[src/rtl/link_sequencer_pkg.sv]
// ============================================================================
// link_sequencer_pkg : shared state encodings, arbitration sides and
//                      watchdog defaults for the link sequencer.
// Revision: 1.0  initial release
// ============================================================================
`default_nettype none

package link_sequencer_pkg;

  typedef enum logic [2:0] {
    S_IDLE  = 3'd0,
    S_WRITE = 3'd1,
    S_READ  = 3'd2,
    S_FLUSH = 3'd3,
    S_ABORT = 3'd4
  } state_e;

  typedef enum logic {
    SIDE_WRITE = 1'b0,
    SIDE_READ  = 1'b1
  } side_e;

  localparam int DEFAULT_TIMEOUT = 4095;
  localparam int DEFAULT_TW      = 12;

  // States in which a grant is held and the watchdog must run.
  function automatic logic is_active(input state_e s);
    return (s == S_WRITE) || (s == S_READ) || (s == S_FLUSH);
  endfunction

endpackage

`default_nettype wire

[src/rtl/link_sequencer_watchdog.sv]
// ============================================================================
// link_sequencer_watchdog : clear/enable counter whose terminal-count output
//                           marks the TIMEOUT-th consecutive enabled cycle.
// Revision: 1.0  initial release
// ============================================================================
`default_nettype none

module link_sequencer_watchdog
  import link_sequencer_pkg::*;
#(
  parameter int TW      = DEFAULT_TW,
  parameter int TIMEOUT = DEFAULT_TIMEOUT
) (
  input  logic clk,
  input  logic reset,
  input  logic clr,
  input  logic en,
  output logic tc
);

  localparam logic [TW-1:0] TC_VAL = TW'(TIMEOUT - 1);

  logic [TW-1:0] count_q, count_d;

  always_comb begin
    count_d = count_q;
    if (clr) begin
      count_d = '0;
    end else if (en) begin
      count_d = count_q + TW'(1);
    end
  end

  always_ff @(posedge clk or posedge reset) begin
    if (reset) begin
      count_q <= '0;
    end else begin
      count_q <= count_d;
    end
  end

  // Count holds the number of completed cycles, so TC_VAL is the last allowed one.
  assign tc = en && (count_q == TC_VAL);

endmodule

`default_nettype wire

[src/rtl/link_sequencer.sv]
// ============================================================================
// link_sequencer : round-robin arbiter granting the shared byte FIFO to the
//                  writer or reader, with error flush and watchdog abort.
// Optional macro LINK_SEQ_STATS_EN adds saturating frame/error counters.
// Revision: 1.0  initial release
// ============================================================================
`default_nettype none

module link_sequencer
  import link_sequencer_pkg::*;
#(
  parameter int CW      = 10,
  parameter int DEPTH   = 1023,
  parameter int TIMEOUT = DEFAULT_TIMEOUT,
  parameter int TW      = DEFAULT_TW
) (
  input  logic          clk,
  input  logic          reset,
  input  logic          wr_req,
  input  logic          wr_done,
  input  logic          rd_req,
  input  logic          rd_done,
  input  logic          fifo_empty,
  input  logic          fifo_full,
  input  logic [CW-1:0] fifo_count,
  input  logic [3:0]    data_error,
  output logic          wr_grant,
  output logic          rd_grant,
  output logic          flush,
  output logic          busy,
  output logic          timeout_err,
  output logic [2:0]    state_o
`ifdef LINK_SEQ_STATS_EN
  ,
  output logic [7:0]    frame_cnt,
  output logic [7:0]    err_cnt
`endif
);

  localparam logic [CW-1:0] DEPTH_C = CW'(DEPTH);

  state_e state_q, state_d;
  side_e  last_q, last_d;
  logic   wr_grant_q, wr_grant_d;
  logic   rd_grant_q, rd_grant_d;
  logic   flush_q, flush_d;
  logic   busy_q, busy_d;
  logic   timeout_err_q, timeout_err_d;
  logic   wr_ok, rd_ok;
  logic   wd_clr, wd_en, wd_tc;
  logic   timeout_hit;

  assign wr_ok = wr_req && !fifo_full && (fifo_count < DEPTH_C);
  assign rd_ok = rd_req && !fifo_empty;

  assign wd_en  = is_active(state_q);
  assign wd_clr = (state_d != state_q);

  link_sequencer_watchdog #(
    .TW      (TW),
    .TIMEOUT (TIMEOUT)
  ) u_watchdog (
    .clk   (clk),
    .reset (reset),
    .clr   (wd_clr),
    .en    (wd_en),
    .tc    (wd_tc)
  );

  // Done/empty exits are tested before the watchdog so they win a tie with it.
  always_comb begin
    state_d     = state_q;
    last_d      = last_q;
    timeout_hit = 1'b0;
    case (state_q)
      S_IDLE: begin
        if (wr_ok && (!rd_ok || (last_q == SIDE_READ))) begin
          state_d = S_WRITE;
        end else if (rd_ok) begin
          state_d = S_READ;
        end
      end
      S_WRITE: begin
        if (wr_done) begin
          if (data_error == 4'd0) begin
            state_d = S_IDLE;
            last_d  = SIDE_WRITE;
          end else begin
            state_d = S_FLUSH;
          end
        end else if (wd_tc) begin
          state_d     = S_ABORT;
          timeout_hit = 1'b1;
        end
      end
      S_READ: begin
        if (rd_done) begin
          state_d = S_IDLE;
          last_d  = SIDE_READ;
        end else if (wd_tc) begin
          state_d     = S_ABORT;
          timeout_hit = 1'b1;
        end
      end
      S_FLUSH: begin
        if (fifo_empty) begin
          state_d = S_IDLE;
          last_d  = SIDE_READ;
        end else if (wd_tc) begin
          state_d     = S_ABORT;
          timeout_hit = 1'b1;
        end
      end
      S_ABORT: state_d = S_IDLE;
      default: state_d = S_IDLE;
    endcase

    wr_grant_d    = (state_d == S_WRITE);
    rd_grant_d    = (state_d == S_READ) || (state_d == S_FLUSH);
    flush_d       = (state_d == S_FLUSH);
    busy_d        = (state_d != S_IDLE);
    timeout_err_d = timeout_err_q || timeout_hit;
  end

  always_ff @(posedge clk or posedge reset) begin
    if (reset) begin
      state_q       <= S_IDLE;
      last_q        <= SIDE_READ;
      wr_grant_q    <= 1'b0;
      rd_grant_q    <= 1'b0;
      flush_q       <= 1'b0;
      busy_q        <= 1'b0;
      timeout_err_q <= 1'b0;
    end else begin
      state_q       <= state_d;
      last_q        <= last_d;
      wr_grant_q    <= wr_grant_d;
      rd_grant_q    <= rd_grant_d;
      flush_q       <= flush_d;
      busy_q        <= busy_d;
      timeout_err_q <= timeout_err_d;
    end
  end

  assign wr_grant    = wr_grant_q;
  assign rd_grant    = rd_grant_q;
  assign flush       = flush_q;
  assign busy        = busy_q;
  assign timeout_err = timeout_err_q;
  assign state_o     = state_q;

  a_grant_excl: assert property (@(posedge clk) disable iff (reset) !(wr_grant_q && rd_grant_q));

`ifdef LINK_SEQ_STATS_EN
  logic [7:0] frame_cnt_q, frame_cnt_d;
  logic [7:0] err_cnt_q, err_cnt_d;

  // Only a done pulse accepted in WRITE counts as a frame.
  always_comb begin
    frame_cnt_d = frame_cnt_q;
    err_cnt_d   = err_cnt_q;
    if ((state_q == S_WRITE) && wr_done) begin
      if (data_error == 4'd0) begin
        if (frame_cnt_q != 8'hFF) frame_cnt_d = frame_cnt_q + 8'd1;
      end else begin
        if (err_cnt_q != 8'hFF) err_cnt_d = err_cnt_q + 8'd1;
      end
    end
  end

  always_ff @(posedge clk or posedge reset) begin
    if (reset) begin
      frame_cnt_q <= 8'd0;
      err_cnt_q   <= 8'd0;
    end else begin
      frame_cnt_q <= frame_cnt_d;
      err_cnt_q   <= err_cnt_d;
    end
  end

  assign frame_cnt = frame_cnt_q;
  assign err_cnt   = err_cnt_q;
`else
  // Without statistics, wr_done and data_error feed only the state machine.
`endif

endmodule

`default_nettype wire

[config.mk]
export PLATFORM = sky130hd
export DESIGN_NAME = link_sequencer
export DESIGN_NICKNAME = d
export VERILOG_FILES = /design/src/rtl/link_sequencer_pkg.sv /design/src/rtl/link_sequencer_watchdog.sv /design/src/rtl/link_sequencer.sv
export SDC_FILE = /design/constraint.sdc
export NUM_CORES = 1
export LEC_CHECK = 0
export ABC_AREA = 0
export CORE_MARGIN = 5
export CORE_UTILIZATION = 50
export DETAILED_ROUTE_END_ITERATION = 16
export HOLD_SLACK_MARGIN = 0.02
export PLACE_DENSITY = 0.79
export SLEW_MARGIN = 20
export SYNTH_ARGS = -nofsm -noshare
export SYNTH_HDL_FRONTEND = slang
export SYNTH_HIERARCHICAL = 1
export SYNTH_SLANG_ARGS = --single-unit
[constraint.sdc]
create_clock -name clk -period 7.1 [get_ports clk]
set_input_delay 1.42 -clock clk [delete_from_list [all_inputs] [get_ports clk]]
set_output_delay 1.42 -clock clk [all_outputs]
set_load 0.02 [all_outputs]
Word level (Yosys, flattened, before mapping)
Cells that the tools add are included.
{"block": "word_totals", "reg_bits": 21, "word_cells": 61}
{"block": "classes", "add_sub_neg": 1, "order_cmp": 1, "n_eq_ne": 12, "muxes": 20, "n_reduce_logical": 19}
{"op": "two-way mux 12 bit", "count": 2}
{"op": "two-way mux 3 bit", "count": 6}
{"op": "adder 12 x 1 -> 12 bit, second input constant", "count": 1}
{"op": "== test 12 bit, second input constant", "count": 1}
{"op": "== test 3 x 2 -> 1 bit, second input constant", "count": 4}
{"op": "one-hot mux 3 bit (4 select lines)", "count": 1}
{"op": "less-than comparator 10 bit, second input constant", "count": 1}
{"op": "two-way mux 1 bit", "count": 8}
{"op": "== test 3 x 1 -> 1 bit, second input constant", "count": 2}
{"op": "inequality test 2 bit, second input constant", "count": 3}
{"op": "one-hot mux 1 bit (3 select lines)", "count": 2}
{"op": "nonzero test 3 bit", "count": 2}
{"op": "logical AND 1 bit", "count": 5}
{"op": "logical OR 1 bit", "count": 5}
{"op": "AND reduction 5 bit", "count": 1}
{"op": "zero test 4 bit", "count": 1}
{"op": "zero test 1 bit", "count": 3}
{"op": "zero test 3 bit", "count": 1}
{"op": "inequality test 3 bit", "count": 1}
{"op": "two-way mux 2 bit", "count": 1}
{"op": "inequality test 2 x 1 -> 1 bit, second input constant", "count": 1}
{"op": "nonzero test 2 bit", "count": 1}

Logic depth before layout (Yosys ltp)
{"block": "logic_depth", "depth_word": 9, "depth_mapped": 14, "depth_no_buf": 12}

Hierarchy
Netlist, hierarchy kept.
{"module": "link_sequencer_watchdog", "n_inst": 1, "cells_per_inst": 66, "area_per_inst_um2": 635.6}
{"module": "link_sequencer", "n_inst": 1, "cells_per_inst": 57, "area_per_inst_um2": 568.0}

Least setup slack after synthesis
Ideal clock, no wire load.
{"block": "synth_path", "path_type": "input -> register", "startpoint": "input data_error[1]", "endpoint": "register u_watchdog.count_q[11]", "setup_time_ps": 125, "t_arrival_ps": 3335, "slack_ps": 3640, "cell_stages": 8, "path_buffers": 0, "cell_sequence": "nor4_2 > nand2_1 > o22a_1 > or2b_1 > nand4_1 > o211ai_1 > nor4_1 > mux2_2"}
{"block": "synth_via", "elab_chain_len": 6, "elab_cells_between_ends": 7}
{"element": "start, declared", "line": "link_sequencer.sv:26", "source": "input logic [3:0] data_error,"}
{"element": "zero test 4 bit *", "line": "link_sequencer.sv:85", "source": "if (data_error == 4'd0) begin"}
{"element": "two-way mux 2 bit *", "line": "link_sequencer.sv:85"}
{"element": "two-way mux 3 bit *", "line": "link_sequencer.sv:84", "source": "if (wr_done) begin"}
{"element": "one-hot mux 3 bit (4 select lines) *", "line": "link_sequencer.sv:75", "source": "case (state_q)"}
{"element": "inequality test 3 bit *", "line": "link_sequencer.sv:57", "source": "assign wd_clr = (state_d != state_q);"}
{"element": "net wd_clr", "line": "link_sequencer.sv:50", "source": "logic wd_clr, wd_en, wd_tc;"}
{"element": "two-way mux 12 bit or nonzero test 2 bit (tied branches)"}
{"element": "end signal, assigned", "line": "link_sequencer_watchdog.sv:38", "source": "count_q <= count_d;"}
{"element": "end, declared", "line": "link_sequencer_watchdog.sv:23", "source": "logic [TW-1:0] count_q, count_d;"}
The timed path passes the listed nets; every way through them passes the cells marked *.
A chain may end at the register's enable or synchronous reset.

Final worst setup path
{"block": "layout_path", "startpoint": "register state_q[0], in the netlist state_o[0]", "endpoint": "register u_watchdog.count_q[11]"}
{"block": "layout_via", "elab_chain_len": 9, "elab_cells_between_ends": 17}
{"element": "start, declared", "line": "link_sequencer.sv:42", "source": "state_e state_q, state_d;"}
{"element": "start signal, assigned", "line": "link_sequencer.sv:135", "source": "state_q <= state_d;"}
{"element": "== test 3 x 1 -> 1 bit or == test 3 x 2 -> 1 bit (tied branches)", "line": "link_sequencer_pkg.sv:28", "source": "return (s == S_WRITE) || (s == S_READ) || (s == S_FLUSH);"}
{"element": "logical OR 1 bit", "line": "link_sequencer_pkg.sv:28"}
{"element": "logical OR 1 bit *", "line": "link_sequencer_pkg.sv:28"}
{"element": "net wd_en", "line": "link_sequencer.sv:50"}
{"element": "logical AND 1 bit *", "line": "link_sequencer_watchdog.sv:43", "source": "assign tc = en && (count_q == TC_VAL);"}
{"element": "net wd_tc", "line": "link_sequencer.sv:50"}
{"element": "two-way mux 3 bit *", "line": "link_sequencer.sv:91, link_sequencer.sv:100, link_sequencer.sv:109"}
{"element": "two-way mux 3 bit, on equally long branches", "line": "link_sequencer.sv:106, link_sequencer.sv:84, link_sequencer.sv:97"}
{"element": "one-hot mux 3 bit (4 select lines) *", "line": "link_sequencer.sv:75"}
{"element": "inequality test 3 bit *", "line": "link_sequencer.sv:57"}
{"element": "net wd_clr", "line": "link_sequencer.sv:50"}
{"element": "two-way mux 12 bit or nonzero test 2 bit (tied branches)"}
Marked as above.

==> run summary <==
The via count of the first global-routing pass came to 1086. The layout has 195 filler cells. The per-cell routed wire length is 14.9 um.

The net count reported at finish is 178. The final cycle utilization of the critical path is 63.2%. The number of buffers on the longest clock path came out at 2. The total number of vias came out at 1035.

The worst setup path is of the reg2reg kind. The number of setup buffers added after CTS came out at 0. The source-to-sink clock delay at the later pin of the worst-skew pair came out at 0.30 ns. The number of inserted diodes is 0. For this configuration, the core starts out at a cell density of 53.4%. The tightest min-delay check is of the reg2reg type. The first detailed-routing pass ran for 4 iterations. The post-detailed-routing wire length came out at 2.69 mm.

In this run, distinct cell masters in the synthesized netlist total 39. The post-synthesis cell area is 1200 sq um. After detailed routing, the number of vias per cell comes to 5.72. The required time of the worst setup path came out at 7.30 ns.

The total clock buffers created by CTS is 3. The cell internal power dissipation is 250 uW. The largest fanout on the critical path came out at 16. The clock network power share is 13.4%. Row generation in the floorplan step produced 17 rows.

The count of endpoints failing hold in the final timing report is 0. Summed over all failing endpoints, the final setup total negative slack is 0 ns. The sequential group share of total power came out at 40.3%. The time the worst path needs with I/O delays and setup came out at 4.49 ns. The number of antenna violations at the first check in global routing is 0. Data on the critical path arrives at its endpoint at 4.69 ns. The number of primary I/O pins is 30. The final max-slew violation count is 0. The maximum operating frequency came out at 223 MHz. The number of flops mapped to enable cells by yosys is 0.

The clock-pin slew of the registers on the worst-case setup and hold paths came out at 0.11 ns. For the pin with the worst max-slew slack, the measured transition is 1.01 ns. After synthesis, the mean cell area works out to 9.79 sq um. The number of clock sinks is 21. TritonCTS built the clock tree.

The count of final setup violators came out at 0. The number of gates given a new drive strength after cts is 0. The area of the core came out at 2250 sq um. STA classifies the critical path endpoint as a flop. The routability congestion estimate from global placement is 0.805. The number of levels the H-tree was split into is 1. The share of flip-flops with an asynchronous set or reset after synthesis is 100%. The run finished with clean final reports. The HPWL after detailed placement came out at 2.18 mm. The cts-stage hold buffer count came out at 0. The instance count of the mapped netlist is 123. During placement, the flow inserted port buffers numbering 29.

The count of unresolved DRC violations after routing is 0. The residual overflow from global routing came out at 0. The total power divided by cell area came out at 276 nW/um^2. Setup repair after global routing left no endpoint under its margin. The worst setup path is launched from a flop. The die footprint came out at 3490 sq um.

The clock tree skew after final layout is 0.00196 ns. The area overhead of the layout relative to synthesis came out at 27.7%. For this run, the leading register cell type out of synthesis is sky130_fd_sc_hd__dfrtp_1. Entering global routing, the biggest net connects 17 pins. The post-place setup slack came out at 2.61 ns. Summed over all nets, the switching power comes to 174 uW.

The height of the chip came out at 59.1 um. Across all setup checks in the final design, the least slack found is 2.61 ns. The tree is rooted in a sky130_fd_sc_hd__clkbuf_4.

The fraction of final layout cells sized beyond drive strength 1 is 11.8%. The share of total power consumed by net switching is 41.1%. The max-capacitance violation count came out at 0. The yosys synthesis warning count came out at 6. The leakage dissipation is 0.610 nW. The sequential-to-total area share from yosys stat is 43.8%. The chip width came out at 59.1 um. The minimum hold slack came out at 0.479 ns. The initial detailed-routing violation count came out at 40.

The relative slew slack is 32.3%. The synthesized netlist net count is 147. Once detail routing completed, the nets flagged for antenna violations numbered 0. The overall fraction of global-route tracks in use came out at 16.8%.

The post-synthesis sequential element count is 21. IR analysis of the VDD net gives a maximum drop of 0.263 mV. The first-pass GRT wire length came out at 4.57 mm. The part of the power in combinational logic came out at 46.3%.
-- power by group through the flow --
| stage | registers (mW) | logic, mW | clock network, mW |
|---|---|---|---|
| detailed placement | 0.172 | 0.197 | 0 |
| global placement | 0.171 | 0.192 | 0 |
| CTS | 0.170 | 0.197 | 0.0591 |
| global route | 0.175 | 0.214 | 0.0642 |
| finish | 0.171 | 0.196 | 0.0568 |
| floorplan | 0.182 | 0.125 | 0 |
-- final timing paths --
| check | start | slack, ns | to | depth (start not counted) |
|---|---|---|---|---|
| setup / recovery | state_o[0] | 2.61 | u_watchdog/count_q[11] | 12 |
| hold / removal | timeout_err | 0.48 | timeout_err | 1 |
| min in group asynchronous | reset | 1.39 | timeout_err | 2 |
| setup reg to reg | state_o[0] | 2.61 | u_watchdog/count_q[11] | 12 |
| hold reg to reg | timeout_err | 0.48 | timeout_err | 1 |
| max in group asynchronous | reset | 5.33 | u_watchdog/count_q[7] | 2 |
-- kinds of logic after synthesis --
logic type,Yosys count,synth area share (%)
AO/OA/AOI/OAI,25,17.0
XOR/XNOR,4,2.91
adder cells (fa/ha/maj),2,2.08
buffers and inverters,11,4.16
flip-flops,21,43.8
multiplexers,3,3.12
AND/OR/NAND/NOR,57,26.9
-- cell usage in the layout, fill, tap and decap left out, types with 3 or more instances in the layout --
| cell type | netlist | routed |
|---|---|---|
| sky130_fd_sc_hd__o21ai_0 | 4 | 4 |
| sky130_fd_sc_hd__or4_1 | 3 | 3 |
| sky130_fd_sc_hd__nand2_1 | 10 | 10 |
| sky130_fd_sc_hd__nand4_1 | 8 | 8 |
| sky130_fd_sc_hd__a21oi_1 | 6 | 6 |
| sky130_fd_sc_hd__inv_1 | 8 | 8 |
| sky130_fd_sc_hd__clkbuf_4 | 0 | 3 |
| sky130_fd_sc_hd__nor2b_1 | 5 | 5 |
| sky130_fd_sc_hd__nor2_1 | 16 | 16 |
| sky130_fd_sc_hd__o31ai_1 | 3 | 3 |
| sky130_fd_sc_hd__clkdlybuf4s50_1 | 0 | 29 |
| sky130_fd_sc_hd__nor4_1 | 3 | 3 |
| sky130_fd_sc_hd__dfrtp_1 | 20 | 20 |
-- critical path, cell delays in order (launching register included) --
cell and delay [ns]:
sky130_fd_sc_hd__dfrtp_1 0.56, sky130_fd_sc_hd__nor2_1 0.07, sky130_fd_sc_hd__nor2_1 0.43, sky130_fd_sc_hd__nand4_1 0.16, sky130_fd_sc_hd__nor4_1 0.78, sky130_fd_sc_hd__nor2b_1 0.32
sky130_fd_sc_hd__nor2_1 0.07, sky130_fd_sc_hd__o22a_1 0.23, sky130_fd_sc_hd__or2b_1 0.24, sky130_fd_sc_hd__nand4_1 0.46, sky130_fd_sc_hd__o211ai_1 0.33, sky130_fd_sc_hd__nor4_1 0.37
sky130_fd_sc_hd__mux2_2 0.37
-- synth_stat cells (2+ instances only) --
library cell	instances	area [sq um]
sky130_fd_sc_hd__o22a_1	2	17.5
sky130_fd_sc_hd__ha_1	2	25.0
sky130_fd_sc_hd__o31ai_1	3	22.5
sky130_fd_sc_hd__inv_1	8	30.0
sky130_fd_sc_hd__nand2_1	10	37.5
sky130_fd_sc_hd__dfrtp_1	20	500
sky130_fd_sc_hd__nor2_1	16	60.1
sky130_fd_sc_hd__nand4_1	8	50.1
sky130_fd_sc_hd__mux2_2	2	22.5
sky130_fd_sc_hd__o21ai_0	4	20.0
sky130_fd_sc_hd__nand3_1	2	10.0
sky130_fd_sc_hd__a21oi_1	6	30.0
sky130_fd_sc_hd__a31oi_1	2	12.5
sky130_fd_sc_hd__or3_1	2	12.5
sky130_fd_sc_hd__nor4_1	3	18.8
sky130_fd_sc_hd__nor3_1	2	10.0
sky130_fd_sc_hd__or4_1	3	22.5
sky130_fd_sc_hd__xnor2_1	2	17.5
sky130_fd_sc_hd__nor2b_1	5	31.3
sky130_fd_sc_hd__xor2_1	2	17.5
-- metal layers --
metal,wire [um],up-vias,GRT usage [%]
met5,0,-,0
met4,21,0,5.18
met3,134,2,4.36
met2,1420,27,30.6
met1,1120,500,19.0
li1,-,506,-
-- area by class of cell --
class                           count  area, sq um  share of cell area (%)
Sequential cell                    21          527                    34.3
Inverter                            8         30.0                    1.95
Clock inverter                      1         5.00                   0.326
Timing Repair Buffer               29          290                    18.9
Clock buffer                        3         22.5                    1.47
Multi-Input combinational cell     91          627                    40.8
Tap cell                           28         35.0                    2.28
-- state kept, by name, summed over array words and instances (netlist names) --
signal / count
state_o: 3
u_watchdog/count_q: 12
wr_grant: 1
timeout_err: 1
last_q: 1
busy: 1
flush: 1
rd_grant: 1
-- per-stage QoR --
stage	utilization (%)	cell area, sq um	std cells	power (mW)
after floorplan	-	1200	123	0.306
after global placement	66.9	1510	177	0.363
after detailed placement	66.9	1510	177	0.369
after CTS	68.1	1540	181	0.427
after global routing	68.1	1540	181	0.453
final	68.1	1540	181	0.423
No activity file was read; power rests on OpenSTA's default activity.
